[config.mk]
export PLATFORM = sky130hd
export DESIGN_NAME = hazard_unit_md
export DESIGN_NICKNAME = d
export VERILOG_FILES = /design/src/rtl/hazard_unit_md.sv
export SDC_FILE = /design/constraint.sdc
export NUM_CORES = 1
export LEC_CHECK = 0
export CAP_MARGIN = 5
export CORE_AREA = 2 2 201 203
export DETAILED_ROUTE_END_ITERATION = 8
export DIE_AREA = 0 0 203 205
export GPL_TIMING_DRIVEN = 1
export HOLD_SLACK_MARGIN = 0.05
export PLACE_DENSITY = 0.48
export REMOVE_ABC_BUFFERS = 1
export SYNTH_ARGS = -nofsm -noshare
export SYNTH_HDL_FRONTEND = slang
export SYNTH_SLANG_ARGS = --single-unit
[constraint.sdc]
create_clock -name clk -period 2.8 [get_ports clk]
set_input_delay 0.56 -clock clk [delete_from_list [all_inputs] [get_ports clk]]
set_output_delay 0.56 -clock clk [all_outputs]
set_load 0.02 [all_outputs]
[src/rtl/hazard_unit_md.sv]
`default_nettype none
// ============================================================================
// Module      : hazard_unit_md
// Description : Tnew/Tuse RAW hazard unit for the 5-stage MIPS pipeline.
//               Selects forwarded operands for D, E and M; raises a stall
//               (freeze PC and IF/ID, bubble ID/EX) when a needed value is
//               not ready in time or the mult/div unit is occupied; tracks
//               mult/div busy time and counts stall cycles (saturating).
// Revision    : 1.0 - initial release
// ============================================================================
module hazard_unit_md #(
  parameter int DW          = 32,
  parameter int AW          = 5,
  parameter int TW          = 2,
  parameter int MULT_CYCLES = 5,
  parameter int DIV_CYCLES  = 10,
  parameter int CNT_W       = 32
) (
  input  logic             clk,
  input  logic             rst_n,
  input  logic [AW-1:0]    rs_d,
  input  logic [AW-1:0]    rt_d,
  input  logic             rs_use_d,
  input  logic             rt_use_d,
  input  logic [TW-1:0]    tuse_rs_d,
  input  logic [TW-1:0]    tuse_rt_d,
  input  logic [DW-1:0]    rdata1_d,
  input  logic [DW-1:0]    rdata2_d,
  input  logic             md_use_d,
  input  logic [AW-1:0]    rs_e,
  input  logic [AW-1:0]    rt_e,
  input  logic [DW-1:0]    rs_val_e,
  input  logic [DW-1:0]    rt_val_e,
  input  logic [AW-1:0]    waddr_e,
  input  logic [AW-1:0]    waddr_m,
  input  logic [AW-1:0]    waddr_w,
  input  logic             regwrite_e,
  input  logic             regwrite_m,
  input  logic             regwrite_w,
  input  logic [TW-1:0]    tnew_e,
  input  logic [TW-1:0]    tnew_m,
  input  logic [DW-1:0]    wdata_e,
  input  logic [DW-1:0]    wdata_m,
  input  logic [DW-1:0]    wdata_w,
  input  logic             md_start_e,
  input  logic             md_div_e,
  input  logic [AW-1:0]    rt_m,
  input  logic [DW-1:0]    rt_val_m,
  input  logic             stall_cnt_clr,
  output logic [DW-1:0]    fwd_rs_d,
  output logic [DW-1:0]    fwd_rt_d,
  output logic [DW-1:0]    fwd_rs_e,
  output logic [DW-1:0]    fwd_rt_e,
  output logic [DW-1:0]    fwd_rt_m,
  output logic             pc_en,
  output logic             if_id_en,
  output logic             id_ex_clr,
  output logic             md_busy,
  output logic [CNT_W-1:0] stall_cnt
);

  // Busy counter must hold the longer of the two latencies.
  localparam int MD_MAX = (DIV_CYCLES > MULT_CYCLES) ? DIV_CYCLES : MULT_CYCLES;
  localparam int MDW    = $clog2(MD_MAX + 1);

  // A stage supplies register a only if it writes it and a is not $0.
  function automatic logic hit(input logic we, input logic [AW-1:0] wa,
                               input logic [AW-1:0] a);
    return we && (wa == a) && (a != '0);
  endfunction

  // Youngest matching stage owns the value; if it is not ready yet, fall back
  // to the default rather than an older (stale) producer.
  function automatic logic [DW-1:0] pick(
    input logic he, input logic re, input logic [DW-1:0] de,
    input logic hm, input logic rm, input logic [DW-1:0] dm,
    input logic hw, input logic [DW-1:0] dw, input logic [DW-1:0] dflt);
    if (he)      return re ? de : dflt;
    else if (hm) return rm ? dm : dflt;
    else if (hw) return dw;
    else         return dflt;
  endfunction

  logic w_e_rs_d, w_m_rs_d, w_w_rs_d;
  logic w_e_rt_d, w_m_rt_d, w_w_rt_d;
  logic w_m_rs_e, w_w_rs_e, w_m_rt_e, w_w_rt_e, w_w_rt_m;
  logic w_data_stall, w_md_stall, w_stall;
  logic [MDW-1:0]   md_cnt_q, md_cnt_d;
  logic [CNT_W-1:0] stall_cnt_q, stall_cnt_d;

  // Per-stage address matches.
  always_comb begin
    w_e_rs_d = hit(regwrite_e, waddr_e, rs_d);
    w_m_rs_d = hit(regwrite_m, waddr_m, rs_d);
    w_w_rs_d = hit(regwrite_w, waddr_w, rs_d);
    w_e_rt_d = hit(regwrite_e, waddr_e, rt_d);
    w_m_rt_d = hit(regwrite_m, waddr_m, rt_d);
    w_w_rt_d = hit(regwrite_w, waddr_w, rt_d);
    w_m_rs_e = hit(regwrite_m, waddr_m, rs_e);
    w_w_rs_e = hit(regwrite_w, waddr_w, rs_e);
    w_m_rt_e = hit(regwrite_m, waddr_m, rt_e);
    w_w_rt_e = hit(regwrite_w, waddr_w, rt_e);
    w_w_rt_m = hit(regwrite_w, waddr_w, rt_m);
  end

  // Operand forwarding muxes for D, E and M.
  always_comb begin
    fwd_rs_d = pick(w_e_rs_d, tnew_e == '0, wdata_e, w_m_rs_d, tnew_m == '0,
                    wdata_m, w_w_rs_d, wdata_w, rdata1_d);
    fwd_rt_d = pick(w_e_rt_d, tnew_e == '0, wdata_e, w_m_rt_d, tnew_m == '0,
                    wdata_m, w_w_rt_d, wdata_w, rdata2_d);
    fwd_rs_e = pick(1'b0, 1'b0, wdata_e, w_m_rs_e, tnew_m == '0,
                    wdata_m, w_w_rs_e, wdata_w, rs_val_e);
    fwd_rt_e = pick(1'b0, 1'b0, wdata_e, w_m_rt_e, tnew_m == '0,
                    wdata_m, w_w_rt_e, wdata_w, rt_val_e);
    fwd_rt_m = w_w_rt_m ? wdata_w : rt_val_m;
  end

  // Stall when an operand is needed before its producer delivers it, or when
  // a mult/div-related instruction would collide with a running operation.
  always_comb begin
    w_data_stall = (rs_use_d && w_e_rs_d && (tuse_rs_d < tnew_e)) ||
                   (rs_use_d && w_m_rs_d && (tuse_rs_d < tnew_m)) ||
                   (rt_use_d && w_e_rt_d && (tuse_rt_d < tnew_e)) ||
                   (rt_use_d && w_m_rt_d && (tuse_rt_d < tnew_m));
    w_md_stall   = md_use_d && (md_busy || md_start_e);
    w_stall      = w_data_stall || w_md_stall;
    pc_en        = !w_stall;
    if_id_en     = !w_stall;
    id_ex_clr    = w_stall;
  end

  // Next-state for the mult/div busy counter and the stall counter.
  always_comb begin
    md_cnt_d = md_cnt_q;
    if (md_start_e && (md_cnt_q == '0))
      md_cnt_d = md_div_e ? MDW'(DIV_CYCLES) : MDW'(MULT_CYCLES);
    else if (md_cnt_q != '0)
      md_cnt_d = md_cnt_q - 1'b1;

    stall_cnt_d = stall_cnt_q;
    if (stall_cnt_clr)
      stall_cnt_d = '0;
    else if (w_stall && (stall_cnt_q != '1))
      stall_cnt_d = stall_cnt_q + 1'b1;
  end

  // State registers, cleared asynchronously.
  always_ff @(posedge clk or negedge rst_n) begin
    if (!rst_n) begin
      md_cnt_q    <= '0;
      stall_cnt_q <= '0;
    end else begin
      md_cnt_q    <= md_cnt_d;
      stall_cnt_q <= stall_cnt_d;
    end
  end

  assign md_busy   = (md_cnt_q != '0);
  assign stall_cnt = stall_cnt_q;

endmodule
`default_nettype wire

==> metrics.cfg <==
[clocking]
clk_latency_ns = 0.28
cts_hold_buf = 0
root_buffer = clkbuf_16
cts_tree = built
cts_buffers = 5
clock-sinks = 36
clk_pin_slew_ns = 0.06
cts.htree.levels = 2
clock_path_buffers = 2

[detailed_routing]
wl_per_cell_um = 26.6
drt_first_pass_iters = 8
vias_per_cell = 5.07
routed_wl_mm = 60.1
drt_iter0_markers = 724
drtAntennaViolNets = 0
vias = 11500
post-route-drc-count = 0

[synthesis]
syn_inst = 953
netlist.area_leader.share_pct = 13.3
synth_commonest_cells = nand2_1, a31oi_1, a22o_1, a22oi_1, clkbuf_1
synth_seq_cells = 36
synth.avg_cell_area_um2 = 7.14
yosysWarnings = 0
netlist.top_cell.by_area = nand2_1
synth.most_common_cell = nand2_1
synthTopCellsByArea = nand2_1, dfrtp_1, a22o_1
synth_edf_count = 0
syn_area_um2 = 6810
yosysUniqueCellTypes = 52
synthArstFlopShare_pct = 100
ys.flop_type = dfrtp_1
ys_seq_area_share_pct = 13.2

[die]
start_util_pct = 17.3
rows = 73
pin_count = 511
dieArea_um2 = 41600
die_width_um = 203
coreArea_um2 = 39400
die_y_um = 205

[sta]
rsz0062_at_grt = true
finalCriticalPeriod_ns = 3.39
fin_crit_sh_pct = 121
fin_worst_skew_ns = 0.00462
maxSlewViolCount = 0
maxSlewHeadroom_pct = 63.6
hold_violations = 0
setup_ws_ns = -0.594
max_freq_mhz = 295
setup-violations-final = 166
hold-worst-slack_ns = 0.488
tightest_slew_ns = 0.546

[setup_path]
critPathMaxFanout = 6
r2r_start = md_cnt_q[1]$_DFFE_PN0P_
critPathLaunchType = input pin
required_ns = 2.24
cp_common_cell = buf_12
worstPathArrival_ns = 2.83
reg2reg_to = stall_cnt[8]$_DFFE_PN0P_
reg2reg_depth = 12
crit_path_end_kind = output port
critPathBufInv = 6
r2r_slack_ns = 0.41
path_delay_family = simple AND/OR/NAND/NOR gates
critical_path_class = in -> out
critPathMaxStageDelay_ns = 0.57
cp_cell_sequence = buf_6 > or4_4 > nor2_8 > nor3_4 > nor4_4 > buf_4 > buf_12 > nor2_4 > buf_12 > buf_12 > a211oi_4 > a31oi_4 > buf_6
crit_slowest_cell = or4_4

[finish]
nFillCells = 3786
nNetsFinal = 2046
area_delta_synth_final_pct = 163
drive_gt1_share_pct = 50.8

[power_and_ir_drop]
leakagePower_nw = 7.53
internal_power_w = 0.00231
ir_worst_vdd_v = 0.000199
clkPwrFrac_pct = 15.6
switching_share_pct = 38.7
combPwrFrac_pct = 69.0
p_total_w = 0.00378
p_seq_share_pct = 15.4
power.density_nw_per_um2 = 211
p_sw_w = 0.00146

[run]
drv_cap = 0

[place]
place_ws_ns = -1.75
dp_hpwl_mm = 42.9
gp_congestion = 0.906
numPortBuffers = 510

[grt]
grt_pass1_wl_mm = 77.6
grt_max_degree = 46
grt_pass1_vias = 11100
antenna_found_initial = 17
grt_remaining_overflow = 0
grt.total_usage_pct = 25.4

[hold_path]
worst_hold_startpoint = md_cnt_q[3]$_DFFE_PN0P_
min_to = md_cnt_q[3]$_DFFE_PN0P_
hold_class = reg -> reg
hold_depth = 1

[run_status]
status = finished, violations left
violations = negative setup slack

==> cell usage in the layout (no fill, tap or decap), types with 15 or more instances in the layout <==
cell type        Yosys  layout
buf_6                8     174
clkbuf_16            0      18
a22oi_2              0      33
nand4_1             29      29
a211oi_2            39      55
a22o_1              64      62
dlymetal6s2s_1       0      16
nand2_1            242     128
nand2_4              0      51
xnor2_2              1      17
diode_2              0      15
o21ai_0             21      21
mux2_4               0      32
xnor2_1             42      25
buf_4                2     248
clkdlybuf4s50_1      0     299
a22oi_1             64      31
or3_1               18      17
buf_12               0      58
a31oi_1             65      61
nand2_2              0      61
dfrtp_1             36      36
a21oi_1             31      20
==> worst max path at each step <==
stage                        from            to  slack, ns  depth (start not counted)
after CTS                 rt_e[2]  fwd_rt_e[13]      -0.66                         12
after floorplan           rt_d[0]   fwd_rt_d[0]      -2.98                          6
final                     rs_d[4]   fwd_rs_d[5]      -0.59                         13
after detailed placement  rt_d[4]  fwd_rt_d[25]      -1.75                         10
after global placement    rt_d[4]  fwd_rt_d[25]      -1.70                         10
after global routing      rs_d[4]   fwd_rs_d[5]      -0.67                         13
==> flip-flops by register name, summed over array words and instances (netlist names) <==
name,count
md_cnt_q,4
stall_cnt,32
==> logic make-up (layout without fill, tap and decap cells) <==
group	count (synthesis)	count (layout)	share of synthesized area, %
AO/OA/AOI/OAI	327	327	36.9
XOR/XNOR	54	54	7.06
adder cells (fa/ha/maj)	7	7	1.29
buffers and inverters	94	864	6.49
flip-flops	36	36	13.2
multiplexers	36	36	5.94
other	0	15	0
AND/OR/NAND/NOR	399	400	29.1
==> power by group through the flow <==
stage          sequential, W  clock, W  combinational (W)
4_1_cts             0.000583  0.000603            0.00213
3_3_place_gp        0.000592         0            0.00214
3_5_place_dp        0.000591         0            0.00213
2_1_floorplan       0.000597         0           0.000741
5_1_grt             0.000587  0.000623            0.00274
6_report            0.000583  0.000589            0.00260
==> per-layer routing <==
layer / global-route usage [%] / part of all wire [%] / vias to the layer above
met5: 0 / 0.075 / -
met4: 7.48 / 3.1 / 6
met3: 5.01 / 7.3 / 104
met2: 46.0 / 51 / 576
met1: 30.3 / 39 / 5618
li1: - / - / 5172
==> stage by stage <==
| step | util [%] | setup TNS [ns] | std cells | instance area, um^2 |
|---|---|---|---|---|
| 6_report | 45.5 | -53.26 | 2264 | 17900 |
| 3_5_place_dp | 35.8 | -215.24 | 2115 | 14100 |
| 2_1_floorplan | - | -403.45 | 866 | 6390 |
| 4_1_cts | 37.9 | -86.74 | 2174 | 14900 |
| 5_1_grt | 45.5 | -66.20 | 2261 | 17900 |
| 3_3_place_gp | 35.8 | -215.19 | 2115 | 14100 |
==> worst register-to-register path, stage by stage (launching register included) <==
cell	delay (ns)
dfrtp_1	0.34
inv_1	0.07
ha_1	0.19
and2_1	0.15
inv_1	0.08
o21a_1	0.19
a211oi_4	0.05
and2_4	0.20
buf_4	0.14
buf_6	0.13
clkbuf_16	0.16
nor4_4	0.29
mux2_4	0.32
==> what timing repair did <==
| action | in CTS | in global routing |
|---|---|---|
| cloned | 11 | 14 |
| gates resized for setup | 797 | 750 |
| endpoints found under the setup margin | 194 | 194 |
| pin swaps | 53 | 173 |
| setup buffers | 42 | 69 |
==> final cells by class <==
cell class	instances	area (um^2)	area share (%)
diodes	15	37.5	0.209
inverters	7	26.3	0.147
well taps	525	657	3.67
repair buffers	850	8980	50.1
clock buffers	7	153	0.852
flip-flops and latches	36	901	5.03
multi-input cells	824	7170	40.0
Note: power is estimated with default switching activity, not from simulation.
